### src/rtl/adpll_mod_serializer_pkg.sv
// Shared constants, register map and types for the ADPLL modulation serializer.
package adpll_mod_serializer_pkg;

    localparam int unsigned MOD_ADDR_W  = 5;
    localparam int unsigned MOD_FIFO_AW = 3;
    localparam int unsigned MOD_DIV_W   = 8;

    // Register word addresses
    localparam int unsigned MOD_TX_DATA   = 0;
    localparam int unsigned MOD_TX_DIV    = 1;
    localparam int unsigned MOD_TX_EN     = 2;
    localparam int unsigned MOD_TX_STATUS = 3;
    localparam int unsigned MOD_TX_CTRL   = 4;
    localparam int unsigned MOD_TX_IDLE   = 5;

    // TX_STATUS bit positions
    localparam int unsigned STAT_BUSY      = 0;
    localparam int unsigned STAT_FULL      = 1;
    localparam int unsigned STAT_EMPTY     = 2;
    localparam int unsigned STAT_UNDERRUN  = 3;
    localparam int unsigned STAT_OVERFLOW  = 4;
    localparam int unsigned STAT_LEVEL_LSB = 8;

    // TX_CTRL bit positions
    localparam int unsigned MOD_CTRL_FLUSH = 0;
    localparam int unsigned MOD_CTRL_CLR   = 1;

    localparam logic [31:0] MOD_RD_INVALID = 32'hFFFF_FFFF;
    localparam int unsigned MOD_TX_DIV_RST = 31;

    typedef enum logic [0:0] {
        TX_ST_IDLE  = 1'b0,
        TX_ST_SHIFT = 1'b1
    } tx_state_e;

    // Decoded write strobes for one CPU access
    typedef struct packed {
        logic push;
        logic wr_div;
        logic wr_en;
        logic wr_idle;
        logic flush;
        logic clr_sticky;
    } reg_wr_t;

    function automatic reg_wr_t decode_write(input logic wr, input logic [31:0] addr,
                                             input logic [1:0] ctrl);
        reg_wr_t r;
        r = '0;
        if (wr) begin
            case (addr)
                MOD_TX_DATA: r.push    = 1'b1;
                MOD_TX_DIV:  r.wr_div  = 1'b1;
                MOD_TX_EN:   r.wr_en   = 1'b1;
                MOD_TX_IDLE: r.wr_idle = 1'b1;
                MOD_TX_CTRL: begin
                    r.flush      = ctrl[MOD_CTRL_FLUSH];
                    r.clr_sticky = ctrl[MOD_CTRL_CLR];
                end
                default: ;
            endcase
        end
        return r;
    endfunction

endpackage

### src/rtl/adpll_mod_serializer_if.sv
// CPU register-bus interface for the modulation serializer.
interface adpll_mod_serializer_if
    import adpll_mod_serializer_pkg::*;
#(
    parameter int unsigned ADDR_W = MOD_ADDR_W
);
    logic              valid;
    logic [ADDR_W-1:0] address;
    logic [31:0]       wdata;
    logic              wstrb;
    logic [31:0]       rdata;
    logic              ready;

    modport master (output valid, address, wdata, wstrb, input rdata, ready);
    modport slave  (input valid, address, wdata, wstrb, output rdata, ready);
endinterface

### src/rtl/adpll_mod_fifo.sv
// Synchronous byte FIFO with push/pop/flush; a push into a full FIFO is dropped.
module adpll_mod_fifo
    import adpll_mod_serializer_pkg::*;
#(
    parameter int unsigned AW = MOD_FIFO_AW
) (
    input  logic        clk,
    input  logic        rst,
    input  logic        push,
    input  logic        pop,
    input  logic        flush,
    input  logic [7:0]  wdata,
    output logic [7:0]  head_c,
    output logic        full_c,
    output logic        empty_c,
    output logic        drop_c,
    output logic [AW:0] level
);
    localparam int unsigned DEPTH = 1 << AW;
    localparam int unsigned LW    = AW + 1;

    logic [7:0]    mem_q [DEPTH];
    logic [AW-1:0] wr_ptr_q, wr_ptr_d;
    logic [AW-1:0] rd_ptr_q, rd_ptr_d;
    logic [LW-1:0] level_q, level_d;
    logic          do_push;
    logic          do_pop;

    assign full_c  = (level_q == LW'(DEPTH));
    assign empty_c = (level_q == '0);
    assign head_c  = mem_q[rd_ptr_q];
    assign level   = level_q;

    // Pointer/level update; flush overrides everything and discards a same-cycle push
    always_comb begin
        do_push  = push && !full_c && !flush;
        do_pop   = pop && !empty_c;
        drop_c   = push && full_c && !flush;
        wr_ptr_d = wr_ptr_q;
        rd_ptr_d = rd_ptr_q;
        level_d  = level_q;
        if (flush) begin
            wr_ptr_d = '0;
            rd_ptr_d = '0;
            level_d  = '0;
        end else begin
            if (do_push) wr_ptr_d = wr_ptr_q + AW'(1);
            if (do_pop)  rd_ptr_d = rd_ptr_q + AW'(1);
            level_d = level_q + LW'(do_push) - LW'(do_pop);
        end
    end

    // Pointer and level registers
    always_ff @(posedge clk or posedge rst) begin
        if (rst) begin
            wr_ptr_q <= '0;
            rd_ptr_q <= '0;
            level_q  <= '0;
        end else begin
            wr_ptr_q <= wr_ptr_d;
            rd_ptr_q <= rd_ptr_d;
            level_q  <= level_d;
        end
    end

    // Byte storage, no reset needed
    always_ff @(posedge clk) begin
        if (do_push) mem_q[wr_ptr_q] <= wdata;
    end

endmodule

### src/rtl/adpll_mod_serializer.sv
// CPU-programmable LSB-first modulation bit-stream generator for the ADPLL data_mod input.
module adpll_mod_serializer
    import adpll_mod_serializer_pkg::*;
#(
    parameter int unsigned ADDR_W  = MOD_ADDR_W,
    parameter int unsigned FIFO_AW = MOD_FIFO_AW,
    parameter int unsigned DIV_W   = MOD_DIV_W
) (
    input  logic                   clk,
    input  logic                   rst,
    adpll_mod_serializer_if.slave  bus,
    output logic                   data_mod,
    output logic                   bit_strobe
);
    reg_wr_t          wr_c;
    tx_state_e        state_q, state_d;
    logic [DIV_W-1:0] tx_div_q, tx_div_d;
    logic [DIV_W-1:0] div_cnt_q, div_cnt_d;
    logic [7:0]       shift_q, shift_d;
    logic [2:0]       bit_cnt_q, bit_cnt_d;
    logic             tx_en_q, tx_en_d;
    logic             tx_idle_q, tx_idle_d;
    logic             underrun_q, underrun_d;
    logic             overflow_q, overflow_d;
    logic             data_mod_q, data_mod_d;
    logic             bit_strobe_q, bit_strobe_d;
    logic             ready_q;
    logic             pop_c;
    logic             underrun_set_c;
    logic             busy_c;
    logic [31:0]      status_c;
    logic [31:0]      rdata_c;
    logic [7:0]       fifo_head_c;
    logic             fifo_full_c;
    logic             fifo_empty_c;
    logic             fifo_drop_c;
    logic [FIFO_AW:0] fifo_level;
    logic             unused_wdata;

    assign unused_wdata = ^bus.wdata;

    adpll_mod_fifo #(.AW(FIFO_AW)) u_fifo (
        .clk     (clk),
        .rst     (rst),
        .push    (wr_c.push),
        .pop     (pop_c),
        .flush   (wr_c.flush),
        .wdata   (bus.wdata[7:0]),
        .head_c  (fifo_head_c),
        .full_c  (fifo_full_c),
        .empty_c (fifo_empty_c),
        .drop_c  (fifo_drop_c),
        .level   (fifo_level)
    );

    // Register writes and sticky flags; a set event beats a same-cycle clear
    always_comb begin
        wr_c       = decode_write(bus.valid && bus.wstrb, 32'(bus.address), bus.wdata[1:0]);
        tx_div_d   = wr_c.wr_div  ? bus.wdata[DIV_W-1:0] : tx_div_q;
        tx_en_d    = wr_c.wr_en   ? bus.wdata[0] : tx_en_q;
        tx_idle_d  = wr_c.wr_idle ? bus.wdata[0] : tx_idle_q;
        underrun_d = underrun_set_c | (underrun_q & ~wr_c.clr_sticky);
        overflow_d = fifo_drop_c    | (overflow_q & ~wr_c.clr_sticky);
    end

    // Serializer next-state: load a byte, shift on each bit period, chain bytes seamlessly
    always_comb begin
        state_d        = state_q;
        div_cnt_d      = div_cnt_q;
        shift_d        = shift_q;
        bit_cnt_d      = bit_cnt_q;
        data_mod_d     = data_mod_q;
        bit_strobe_d   = 1'b0;
        pop_c          = 1'b0;
        underrun_set_c = 1'b0;
        case (state_q)
            TX_ST_IDLE: begin
                data_mod_d = tx_idle_q;
                if (tx_en_q && !fifo_empty_c) begin
                    pop_c        = 1'b1;
                    shift_d      = fifo_head_c;
                    data_mod_d   = fifo_head_c[0];
                    bit_cnt_d    = '0;
                    div_cnt_d    = '0;
                    bit_strobe_d = 1'b1;
                    state_d      = TX_ST_SHIFT;
                end
            end
            TX_ST_SHIFT: begin
                if (div_cnt_q >= tx_div_q) begin
                    div_cnt_d = '0;
                    if (bit_cnt_q != 3'd7) begin
                        shift_d      = {1'b0, shift_q[7:1]};
                        data_mod_d   = shift_q[1];
                        bit_cnt_d    = bit_cnt_q + 3'd1;
                        bit_strobe_d = 1'b1;
                    end else if (tx_en_q && !fifo_empty_c) begin
                        pop_c        = 1'b1;
                        shift_d      = fifo_head_c;
                        data_mod_d   = fifo_head_c[0];
                        bit_cnt_d    = '0;
                        bit_strobe_d = 1'b1;
                    end else begin
                        underrun_set_c = tx_en_q;
                        data_mod_d     = tx_idle_q;
                        state_d        = TX_ST_IDLE;
                    end
                end else begin
                    div_cnt_d = div_cnt_q + DIV_W'(1);
                end
            end
            default: state_d = TX_ST_IDLE;
        endcase
    end

    // All state and registered outputs
    always_ff @(posedge clk or posedge rst) begin
        if (rst) begin
            state_q      <= TX_ST_IDLE;
            tx_div_q     <= DIV_W'(MOD_TX_DIV_RST);
            tx_en_q      <= 1'b0;
            tx_idle_q    <= 1'b0;
            underrun_q   <= 1'b0;
            overflow_q   <= 1'b0;
            div_cnt_q    <= '0;
            shift_q      <= '0;
            bit_cnt_q    <= '0;
            data_mod_q   <= 1'b0;
            bit_strobe_q <= 1'b0;
            ready_q      <= 1'b0;
        end else begin
            state_q      <= state_d;
            tx_div_q     <= tx_div_d;
            tx_en_q      <= tx_en_d;
            tx_idle_q    <= tx_idle_d;
            underrun_q   <= underrun_d;
            overflow_q   <= overflow_d;
            div_cnt_q    <= div_cnt_d;
            shift_q      <= shift_d;
            bit_cnt_q    <= bit_cnt_d;
            data_mod_q   <= data_mod_d;
            bit_strobe_q <= bit_strobe_d;
            ready_q      <= bus.valid;
        end
    end

    // Status word and combinational read mux
    always_comb begin
        busy_c                                  = (state_q == TX_ST_SHIFT);
        status_c                                = '0;
        status_c[STAT_BUSY]                     = busy_c;
        status_c[STAT_FULL]                     = fifo_full_c;
        status_c[STAT_EMPTY]                    = fifo_empty_c;
        status_c[STAT_UNDERRUN]                 = underrun_q;
        status_c[STAT_OVERFLOW]                 = overflow_q;
        status_c[STAT_LEVEL_LSB +: FIFO_AW + 1] = fifo_level;
        case (bus.address)
            ADDR_W'(MOD_TX_DIV):    rdata_c = 32'(tx_div_q);
            ADDR_W'(MOD_TX_EN):     rdata_c = 32'(tx_en_q);
            ADDR_W'(MOD_TX_STATUS): rdata_c = status_c;
            ADDR_W'(MOD_TX_IDLE):   rdata_c = 32'(tx_idle_q);
            default:                rdata_c = MOD_RD_INVALID;
        endcase
    end

    assign bus.rdata  = rdata_c;
    assign bus.ready  = ready_q;
    assign data_mod   = data_mod_q;
    assign bit_strobe = bit_strobe_q;

endmodule

### src/flat_wrapper.sv
// flat-port wrapper written by rule: the top's interface ports become plain ports
module adpll_mod_serializer_flat import adpll_mod_serializer_pkg::*;
#(
    parameter int unsigned ADDR_W  = MOD_ADDR_W,
    parameter int unsigned FIFO_AW = MOD_FIFO_AW,
    parameter int unsigned DIV_W   = MOD_DIV_W
)
  (clk, rst, data_mod, bit_strobe, bus_valid, bus_address, bus_wdata, bus_wstrb, bus_rdata, bus_ready);
  adpll_mod_serializer_if #(.ADDR_W(ADDR_W)) bus_i ();
  input  logic clk;
  input  logic rst;
  output logic data_mod;
  output logic bit_strobe;
  input wire logic [$bits(bus_i.valid)-1:0] bus_valid;
  input wire logic [$bits(bus_i.address)-1:0] bus_address;
  input wire logic [$bits(bus_i.wdata)-1:0] bus_wdata;
  input wire logic [$bits(bus_i.wstrb)-1:0] bus_wstrb;
  output wire logic [$bits(bus_i.rdata)-1:0] bus_rdata;
  output wire logic [$bits(bus_i.ready)-1:0] bus_ready;
  assign bus_i.valid = bus_valid;
  assign bus_i.address = bus_address;
  assign bus_i.wdata = bus_wdata;
  assign bus_i.wstrb = bus_wstrb;
  assign bus_rdata = bus_i.rdata;
  assign bus_ready = bus_i.ready;
  adpll_mod_serializer #(.ADDR_W(ADDR_W), .FIFO_AW(FIFO_AW), .DIV_W(DIV_W)) u_core (.clk(clk), .rst(rst), .bus(bus_i), .data_mod(data_mod), .bit_strobe(bit_strobe));
endmodule
### config.mk
export PLATFORM = sky130hd
export DESIGN_NAME = adpll_mod_serializer_flat
export DESIGN_NICKNAME = d
export VERILOG_FILES = /design/src/rtl/adpll_mod_serializer_pkg.sv /design/src/rtl/adpll_mod_serializer_if.sv /design/src/rtl/adpll_mod_fifo.sv /design/src/rtl/adpll_mod_serializer.sv /design/src/flat_wrapper.sv
export SDC_FILE = /design/constraint.sdc
export NUM_CORES = 1
export LEC_CHECK = 0
export ABC_AREA = 1
export CORE_MARGIN = 2
export CORE_UTILIZATION = 50
export CTS_CLUSTER_DIAMETER = 120
export DETAILED_ROUTE_END_ITERATION = 7
export GPL_ROUTABILITY_DRIVEN = 0
export GPL_TIMING_DRIVEN = 0
export PLACE_DENSITY_LB_ADDON = 0.25
export SYNTH_ARGS = -nofsm -noshare
export SYNTH_HDL_FRONTEND = slang
export SYNTH_SLANG_ARGS = --single-unit
### constraint.sdc
create_clock -name clk -period 7.2 [get_ports clk]
set_clock_uncertainty 0.2 [all_clocks]
set_input_delay 1.44 -clock clk [delete_from_list [all_inputs] [get_ports clk]]
set_output_delay 1.44 -clock clk [all_outputs]
set_load 0.02 [all_outputs]
==> results of run 1 <==
==> critical path: stages <==
cell and delay, ps:
clkdlybuf4s50_1 480, inv_1 90, nor3_1 300, nand2_1 140
o21ai_2 150, buf_6 180, inv_1 230, buf_4 220
clkdlybuf4s50_1 530
==> metal layers <==
layer / GRT usage (%) / part of all wire, % / routed length [um] / vias to the layer above
met5: 0 / 0 / 0 / -
met4: 9.16 / 2.3 / 278 / 0
met3: 3.68 / 5.4 / 653 / 23
met2: 35.6 / 48 / 5820 / 137
met1: 30.0 / 44 / 5320 / 1930
li1: - / - / - / 1976
==> metrics by stage <==
step,cells,cell area (sq um),setup WS [ps],power [W],utilization (%)
finish,770,6380,1790,0.00147,59.4
global placement,749,6130,1880,0.00108,57.0
floorplan,558,5440,2980,0.000991,-
CTS,769,6360,1780,0.00147,59.2
global route,770,6380,1620,0.00155,59.4
detailed placement,753,6170,1780,0.00110,57.4
==> cells in the final DEF, fill, tap and decap left out, types with 3 or more instances in the layout <==
cell type / n
dfrtp_1: 39
nor2_1: 44
a21oi_1: 11
ha_1: 19
nor3_2: 4
o21ai_1: 14
buf_6: 4
nor3_1: 10
nand2_2: 4
o21ai_0: 22
inv_1: 50
nand2_1: 123
dfstp_2: 5
nor2_4: 4
buf_2: 8
buf_4: 26
nand3_1: 54
o211ai_1: 3
clkbuf_8: 9
clkdlybuf4s50_1: 51
or2_1: 6
xor2_1: 7
nand4_1: 5
inv_2: 10
edfxtp_1: 64
a21oi_2: 8
==> sequential cells by signal (all words and copies together) (netlist names) <==
signal                  cells
u_core.shift_q              7
u_core.bus.ready            1
u_core.u_fifo.level         4
u_core.data_mod             1
u_core.u_fifo.mem_q        64
u_core.u_fifo.wr_ptr_q      3
u_core.busy_c               1
u_core.underrun_q           1
u_core.tx_idle_q            1
u_core.div_cnt_q            8
u_core.tx_div_q             8
u_core.tx_en_q              1
u_core.bit_strobe           1
u_core.bit_cnt_q            3
u_core.u_fifo.rd_ptr_q      3
u_core.overflow_q           1
==> cell type report <==
| cell class | count | area, sq um | area share [%] |
|---|---|---|---|
| Sequential cell | 108 | 3030 | 47.5 |
| Tap cell | 140 | 175 | 2.74 |
| Multi-Input combinational cell | 355 | 1940 | 30.4 |
| Buffer | 35 | 260 | 4.08 |
| Inverter | 60 | 225 | 3.53 |
| Timing Repair Buffer | 56 | 558 | 8.74 |
| Clock inverter | 7 | 72.6 | 1.14 |
| Clock buffer | 9 | 124 | 1.94 |
==> path summary, 6_finish.rpt <==
check                                          startpoint                               end  slack [ps]  cells after the start
setup / recovery                           bus_address[2]                     bus_rdata[23]        1790                      9
hold / removal                u_core.data_mod$_DFFE_PP0P_       u_core.data_mod$_DFFE_PP0P_         300                      2
setup reg to reg           u_core.tx_div_q[3]$_DFFE_PP1P_  u_core.u_fifo.level[2]$_DFF_PP0_        3920                     17
hold reg to reg               u_core.data_mod$_DFFE_PP0P_       u_core.data_mod$_DFFE_PP0P_         300                      2
max in group asynchronous                             rst    u_core.tx_div_q[2]$_DFFE_PP1P_        5080                      3
min in group asynchronous                             rst   u_core.div_cnt_q[3]$_DFFE_PP0P_        1160                      2
==> cells by family after synthesis <==
| family | count (synthesis) | synth area share, % |
|---|---|---|
| xor+xnor | 7 | 1.13 |
| fa+ha+maj | 20 | 4.74 |
| simple gates | 263 | 22.5 |
| flops | 108 | 55.7 |
| compound gates | 65 | 7.06 |
| buf+inv | 95 | 8.92 |
==> power breakdown <==
| group | switching (W) | leakage, nW | internal, W |
|---|---|---|---|
| Sequential | 0.0000507 | 1.11 | 0.000715 |
| Clock | 0.000219 | 0.103 | 0.000164 |
| Combinational | 0.000187 | 1.62 | 0.000131 |
==> key figures, run 1 <==
Run status
  • Status: finished, final reports clean

Timing
  • Worst rel slew slack: 10.4%
  • Final Hold Viols: 0
  • Setup TNS: 0 ps
  • Maximum clock rate: roughly 0.18 GHz
  • Final Max Tran Viols: 0
  • RSZ-0062 raised after global routing: no
  • Worst-margin pin slew: 1330 ps
  • Fin crit period: approximately 5400 ps
  • Fin crit share: 75.1%
  • Final Setup Violations: 0
  • Worst hold slack: 296 ps

Synth
  • Main synth FF type: edfxtp_1
  • Leading post-synthesis cells by cell area: edfxtp_1, dfrtp_1, nand2_1
  • Synthesized instance count: 558
  • Post-synth EDFFs: between 60 and 70
  • Most common cell in the netlist: nand2_1
  • Post-Syn Nets: 619
  • Seq/Total Area, Yosys: 55.7%
  • Cell accounting for the most synthesized area: edfxtp_1
  • Synth cell types: 38
  • Synthesis-stage register bit count: 108
  • Top cells by count, synth: nand2_1, edfxtp_1, nand3_1, inv_1, nor2_1
  • Syn. warnings: 0
  • Synthesized cell area: 5440 sq um
  • Asr flop ratio synth: between 40% and 50%
  • Post-synth top area share: a little over a third
  • Avg Cell Area, Syn: 9.75 sq um

Clock tree
  • CTS Hold Buffers Added: 0
  • Max clock buf depth: 2
  • Clock root buffer: clkbuf_8
  • Clk pin slew, worst setup/hold paths: 100 ps
  • Clk sinks: 108
  • Gates resized, CTS repair: 0
  • H-tree depth: 3
  • Postcts setup bufs: 0
  • CTS tree: done
  • Insertion delay to the later sink of the worst-skew pair: 390 ps
  • CTS Buf Count: 9

Global route
  • Vias in the first global route: roughly 4000
  • Initial antenna violation count: 0
  • Total track usage: between 20% and 30%
  • First-pass GRT wire length: 19.5 mm
  • Total grt overflow: 0
  • Largest net degree at the start of global routing: 29

Routing
  • Vias: approximately 4100
  • DR DRC count: 0
  • Antenna-violating nets left: 0
  • Drt first pass iters: 5
  • Vias/cell: 5.28
  • Initial DRC Count: around 260
  • Routed WL: 12.1 mm
  • Routed wire per std cell: 15.7 um

Die
  • # rows: 38
  • Initial Util: 50.7%
  • Top Ports: 76
  • Die width: 108 um
  • Die Height: ~110 um
  • Full die area: 11700 sq um
  • Total core area: 10700 sq um

Final layout
  • Diode count: 0
  • Area Growth Syn to Fin: 17.3%
  • Share of post-route cells with drive strength above 1: 15.7%
  • Final nets: between 600 and 700
  • Fillers: 937

Placed design
  • Post-DP HPWL: 8.89 mm
  • Port Buf Inserts: 51

Power and ir drop
  • VDD IR max: ~0.14 mV
  • Lkg Pwr: ~2.8 nW
  • Pwr per Cell Area: 230 nW/um^2

Worst setup path
  • Worst EP arrival: 3770 ps
  • Critical Path Fanout Max: 20
  • Crit start category: input port
  • Setup CP Type: input port to primary output
  • Worst EP required: 5560 ps
  • Worst setup EP type: primary output

Job
  • Max cap viols: 0

Worst hold path
  • Worst hold path type: flip-flop to flip-flop
Note: power is estimated with default switching activity, not from simulation.
==> run 2, diff against run 1 <==
==> constraint.sdc (replaced) <==
create_clock -name clk -period 4.42 [get_ports clk]
set_clock_uncertainty 0.2 [all_clocks]
set_input_delay 0.884 -clock clk [delete_from_list [all_inputs] [get_ports clk]]
set_output_delay 0.884 -clock clk [all_outputs]
set_load 0.02 [all_outputs]
==> key figures, run 2 (same netlist as run 1, synthesis figures left out) <==
Run status
  • Status: finished, final reports clean

Clock tree
  • Postcts setup bufs: 0 (unchanged)
  • CTS tree: done
  • Clock root buffer: clkbuf_8
  • Max clock buf depth: 2 (unchanged)
  • CTS Buf Count: 9 (unchanged)
  • Insertion delay to the later sink of the worst-skew pair: 390 ps (about the same)
  • Clk pin slew, worst setup/hold paths: 100 ps (about the same)
  • H-tree depth: 3 (unchanged)
  • Clk sinks: 108 (unchanged)

Power and ir drop
  • Sequential Power Share: 52.2% (about the same)
  • Design Power: 0.00239 W (+63%)
  • Lkg Pwr: 2.84 nW (about the same)
  • Comb power frac: 21.7% (about the same)
  • Switching power: 0.000747 W (+64%)
  • Int Power: 0.00165 W (+63%)
  • Clock share of power: 26.1% (about the same)
  • VDD IR max: 0.231 mV (+63%)
  • Sw frac: 31.2% (+0.11 points)
  • Pwr per Cell Area: 375 nW/um^2 (+63%)

Placed design
  • Port Buf Inserts: 51 (unchanged)
  • Post-DP HPWL: 8.89 mm (unchanged)

Final layout
  • Leading cell type in the layout, fill and taps excluded: nand2_1
  • Most frequent cells in the layout: nand2_1, edfxtp_1, nand3_1
  • Diode count: 0 (unchanged)
  • Final nets: 686 (unchanged)
  • Area Growth Syn to Fin: 17.4% (about the same)
  • Share of post-route cells with drive strength above 1: 15.9% (+0.16 points)
  • Max reg flops: 64 (unchanged)
  • Reg with most FFs: u_core.u_fifo.mem_q
  • Biggest regs: u_core.u_fifo.mem_q: 64 flops, u_core.div_cnt_q: 8 flops, u_core.tx_div_q: 8 flops

Global route
  • First-pass GRT wire length: 19.5 mm (unchanged)
  • Initial antenna violation count: 0 (unchanged)
  • Total track usage: 22.1% (unchanged)
  • M1 GR Usage: 30.0% (unchanged)
  • Total grt overflow: 0 (unchanged)
  • Most used routing layer: met2
  • Largest net degree at the start of global routing: 29 (unchanged)
  • Routing usage on met3: 3.68% (unchanged)
  • GRT met2 Usage: 35.6% (unchanged)
  • Vias in the first global route: 3891 (unchanged)

Worst setup path
  • Worst EP required: 3340 ps (-2220 ps)
  • Setup CP Type: input port to primary output
  • Worst EP arrival: 3100 ps (-670 ps)
  • Worst setup EP type: primary output
  • Crit start category: input port
  • Critical Path Fanout Max: 20 (unchanged)

Timing
  • Final Hold Viols: 0 (unchanged)
  • Fin crit period: 4180 ps
  • Fin crit share: 94.6%
  • Setup TNS: 0 ps (unchanged)
  • Final Max Tran Viols: 0 (unchanged)
  • Maximum clock rate: 0.239 GHz
  • Worst rel slew slack: 10.0% (-0.38 points)
  • Final Setup Violations: 0 (unchanged)
  • RSZ-0062 raised after global routing: no
  • Worst-margin pin slew: 1340 ps (+5.71 ps)

Worst hold path
  • Worst hold path type: flip-flop to flip-flop

Routing
  • Vias: 4088 (+0.54%)
  • Drt first pass iters: 5 (unchanged)
  • DR DRC count: 0 (unchanged)
  • Antenna-violating nets left: 0 (unchanged)
  • Vias/cell: 5.31 (+0.54%)
  • Routed WL: 12.2 mm (+0.89%)
  • Initial DRC Count: 306 (+17%)
  • Routed wire per std cell: 15.8 um (+0.89%)

Die
  • Full die area: 11700 sq um (unchanged)
  • Total core area: 10700 sq um (unchanged)
  • Die width: 108 um (unchanged)
  • Initial Util: 50.7% (unchanged)
  • Die Height: 108 um (unchanged)
  • # rows: 38 (unchanged)
  • Top Ports: 76 (unchanged)

Job
  • Max cap viols: 0 (unchanged)
[run 2: power groups by stage]
stage	Clock, W	Combinational, W	Sequential, W
final	0.000626	0.000519	0.00125
after global routing	0.000663	0.000596	0.00126
after CTS	0.000630	0.000521	0.00125
after detailed placement	0	0.000518	0.00127
after global placement	0	0.000493	0.00126
after floorplan	0	0.000363	0.00125
[run 2: path summary, 6_finish.rpt]
check                           slack (ps)                      startpoint                               end  cells past startpoint
worst max-delay path                   240                  bus_address[1]                     bus_rdata[23]                     10
worst min-delay path                   290   u_core.shift_q[1]$_DFFE_PP0P_     u_core.shift_q[1]$_DFFE_PP0P_                      2
worst max register to register        1140  u_core.tx_div_q[3]$_DFFE_PP1P_  u_core.u_fifo.level[2]$_DFF_PP0_                     17
worst min register to register         290   u_core.shift_q[1]$_DFFE_PP0P_     u_core.shift_q[1]$_DFFE_PP0P_                      2
max in group asynchronous             2850                             rst    u_core.tx_div_q[2]$_DFFE_PP1P_                      3
min in group asynchronous              610                             rst   u_core.div_cnt_q[3]$_DFFE_PP0P_                      2
[run 2: cell type report]
cell class,instances,area [sq um]
inverters,60,225
well taps,140,175
plain buffers,35,260
repair buffers,56,558
multi-input cells,355,1940
clock inverters,7,72.6
clock buffers,9,124
fillers,937,4360
flip-flops and latches,108,3030
[run 2: through the flow]
step,hold slack [ps],util [%],setup slack (ps),cells,area [sq um]
global placement,261,57.0,209,749,6130
finish,295,59.4,237,770,6390
CTS,289,59.2,117,769,6360
detailed placement,264,57.4,111,753,6170
global route,308,59.4,65.7,770,6390
floorplan,245,-,1320,558,5440
[run 2: per-layer routing]
| metal | wire length (um) | part of all wire (%) | vias to the layer above |
|---|---|---|---|
| met5 | 0 | 0 | - |
| met3 | 671 | 5.5 | 19 |
| met2 | 5830 | 48 | 139 |
| met1 | 5410 | 44 | 1954 |
| li1 | - | - | 1976 |
| met4 | 268 | 2.2 | 0 |
[run 2: timing repair]
action,in CTS,in global routing
resized for setup,0,1
hold buffers,0,0
endpoints found under the setup margin,0,19
[run 2: critical path, cell delays in order]
cell and delay [ps]:
clkdlybuf4s50_1 490, inv_2 60, nand2_1 50, inv_1 70
nand2_1 100, o21ai_2 100, buf_6 160, inv_1 380
buf_4 190, clkdlybuf4s50_1 600
==> patch: new RTL, config.mk and constraints of run 2 <==
The package constant `MOD_FIFO_AW` goes from 3 to 2.
--- a/src/rtl/adpll_mod_serializer_pkg.sv
+++ b/src/rtl/adpll_mod_serializer_pkg.sv
@@ -2,7 +2,7 @@
 package adpll_mod_serializer_pkg;
 
     localparam int unsigned MOD_ADDR_W  = 5;
-    localparam int unsigned MOD_FIFO_AW = 3;
+    localparam int unsigned MOD_FIFO_AW = 2;
     localparam int unsigned MOD_DIV_W   = 8;
 
     // Register word addresses
Behaviour: not the same (a bounded check fails within 10 cycles, from zero or initial values and one cycle with rst high).
==> patch against run 2 <==
Largest power group unchanged; hold slack gained 0.00068 ns; synthesized cell count shrank 28%; core utilization increased by 3.6 points; sequential cell count shrank 35; die area fell by 29%; via count fell by 29%; wire length down 35%; total power fell by 23%; synthesized area is 30% lower; final area decreased by 28%; sequential share of layout area down 4.3 points; setup slack worse by 0.037 ns.
==> patch: results (changes against run 2) <==
Status
  – Status: finished clean (unchanged)

Pwr
  – Peak supply drop: 0.278 mV (was 0.231 mV)
  – Pleak: 2.07 nW (was 2.84 nW)

Detailed routing
  – DR iter-0 viols: 270 (was 306)
  – Routed len/inst: 13.9 um (was 15.8 um)
  – Drt pass-1 iters: 5 (unchanged)
  – Via count: 2893 (was 4088)
  – Final wirelength: 7940 um (was 12200 um)

Clock network
  – Clk_lat worst skew: 0.35 ns (was 0.39 ns)
  – CTS HTree Levels: 3 (unchanged)
  – CTS Root Cell: clkbuf_8 (unchanged)
  – Clock buffer depth: 2 (unchanged)
  – Register clock-pin slew on the reported worst setup and hold paths: 0.07 ns (was 0.10 ns)
  – Post-CTS setup buffers: 0 (unchanged)
  – TritonCTS Buffers: 9 (unchanged)

Finish
  – Share of cells above drive strength 1: 14.0% (was 15.9%)
  – Largest register FFs: 32 (was 64)
  – # nets final: 525 (was 686)
  – Largest regs: u_core.u_fifo.mem_q (32), u_core.div_cnt_q (8), u_core.tx_div_q (8) (was u_core.u_fifo.mem_q (64), u_core.div_cnt_q (8), u_core.tx_div_q (8))
  – Layout fillers: 585 (was 937)

Logic synthesis
  – Leading post-synthesis cells by cell area: edfxtp_1, dfrtp_1, nand2_1 (unchanged)
  – Commonest cells in the netlist: nand2_1, inv_1, nor2_1, dfrtp_1, edfxtp_1 (was nand2_1, edfxtp_1, nand3_1, inv_1, nor2_1)
  – Post-synth EDFFs: 32 (was 64)
  – Syn nets: 462 (was 619)
  – Synthesized area per cell: 9.44 um^2 (was 9.75 um^2)
  – Top FF cell, synth: dfrtp_1 (was edfxtp_1)
  – Synth unique cells: 38 (unchanged)
  – Proportion of synthesized flip-flops having asynchronous set or reset: 56.2% (was 40.7%)
  – Sequential fraction of the synthesis area: 52.4% (was 55.7%)

STA
  – Final hold slack: 0.295 ns (about the same)
  – Slew @ Worst Pin: 0.858 ns (was 1.34 ns)

Setup path
  – WP data arrival: 3.14 ns (was 3.10 ns)
  – Cells on worst reg2reg path: 17 (unchanged)
  – Register-to-register path setup slack: 1.30 ns (was 1.14 ns)
  – Critical path peak fanout: 11 (was 20)

Global routing
  – First-pass GRT wire length: 13400 um (was 19500 um)
  – GRT Residual Overflow: 0 (unchanged)
  – Total Routing Usage GR: 20.7% (was 22.1%)
  – Initial antenna violation count: 0 (unchanged)
  – Number of global-route vias before repair: 2785 (was 3891)
  – Largest net degree at the start of global routing: 42 (was 29)

Placement
  – Final HPWL from detailed placement: 5830 um (was 8890 um)
  – Placed Area: 0.00444 mm^2 (was 0.00617 mm^2)
  – Placed instance count: 553 (was 753)
  – I/O Buffers: 51 (unchanged)

Min path
  – Hold/Removal Path Class: reg2reg (unchanged)
  – WHS Path Cells: 2 (unchanged)
## patch: changes by cell type in the layout (fill, tap and decap cells not counted), sizes merged, moves of 3 or more
cell | before | now
dfrtp | 39 | 36
clkinvlp | 0 | 4
a21oi | 19 | 14
nand3 | 57 | 23
nand2 | 129 | 69
nor2 | 48 | 53
buf | 39 | 28
edfxtp | 64 | 32
nor3 | 14 | 5
o22a | 0 | 5
inv | 63 | 51
nand3b | 0 | 4
or2 | 8 | 1
o21ai | 37 | 33
## patch: critical path: stages
cell and delay [ns]:
clkdlybuf4s50_1 0.56, nand2_1 0.12, nor3_2 0.18, o21bai_1 0.19
buf_4 0.26, clkinvlp_4 0.22, buf_4 0.19, clkdlybuf4s50_1 0.53
## patch: cells by family (layout without fill, tap and decap cells)
group / Yosys count / after routing / synth area share [%]
AND/OR/NAND/NOR: 162 / 162 / 19.8
buffers and inverters: 80 / 148 / 10.5
flip-flops: 73 / 73 / 52.4
AO/OA/AOI/OAI: 62 / 62 / 9.43
adder cells (fa/ha/maj): 18 / 18 / 6.11
XOR/XNOR: 8 / 8 / 1.84
## patch: path summary, 6_finish.rpt
check	from	end
worst max-delay path	bus_address[0]	bus_rdata[22]
worst min-delay path	u_core.tx_div_q[0]	u_core.tx_div_q[0]
worst max register to register	u_core.tx_div_q[3]	u_core.u_fifo.level[2]
worst min register to register	u_core.tx_div_q[0]	u_core.tx_div_q[0]
max in group asynchronous	rst	u_core.u_fifo.level[1]
min in group asynchronous	rst	u_core.bit_cnt_q[1]
## patch: where the power goes
group	internal, W	switching (W)	total (W)
Clock	0.000203	0.000244	0.000447
Sequential	0.000817	0.0000872	0.000904
Combinational	0.000212	0.000282	0.000495
Total	0.00123	0.000614	0.00184
## patch: layer usage
| metal | wire, um | global-route usage (%) | share of wire [%] |
|---|---|---|---|
| met5 | 0 | 0 | 0 |
| met4 | 146 | 7.83 | 1.8 |
| met3 | 415 | 4.48 | 5.2 |
| met2 | 3820 | 33.8 | 48 |
| met1 | 3560 | 27.1 | 45 |
## patch: area by class of cell
type                    count  area (um^2)  share of cell area, %
flip-flops and latches     73         1990                   43.1
repair buffers             51          510                   11.0
plain buffers              28          204                   4.41
inverters                  52          199                   4.30
clock buffers              11          131                   2.84
multi-input cells         250         1420                   30.7
well taps                  99          124                   2.68
clock inverters             5         33.8                  0.731
repair inverters            1         7.51                  0.162
## patch: through the flow
step,worst slack (ns),power (W)
finish,0.200,0.00184
global route,0.0184,0.00197
CTS,0.0565,0.00185
detailed placement,0.0646,0.00141
global placement,0.126,0.00138
floorplan,1.25,0.00125
## patch: repair_timing
| item | 4_1_cts | 5_1_grt |
|---|---|---|
| hold buffers | 0 | 0 |
| gates resized for setup | 0 | 3 |
| endpoints found under the setup margin | 0 | 21 |
| endpoints found under the hold margin | 0 | 0 |
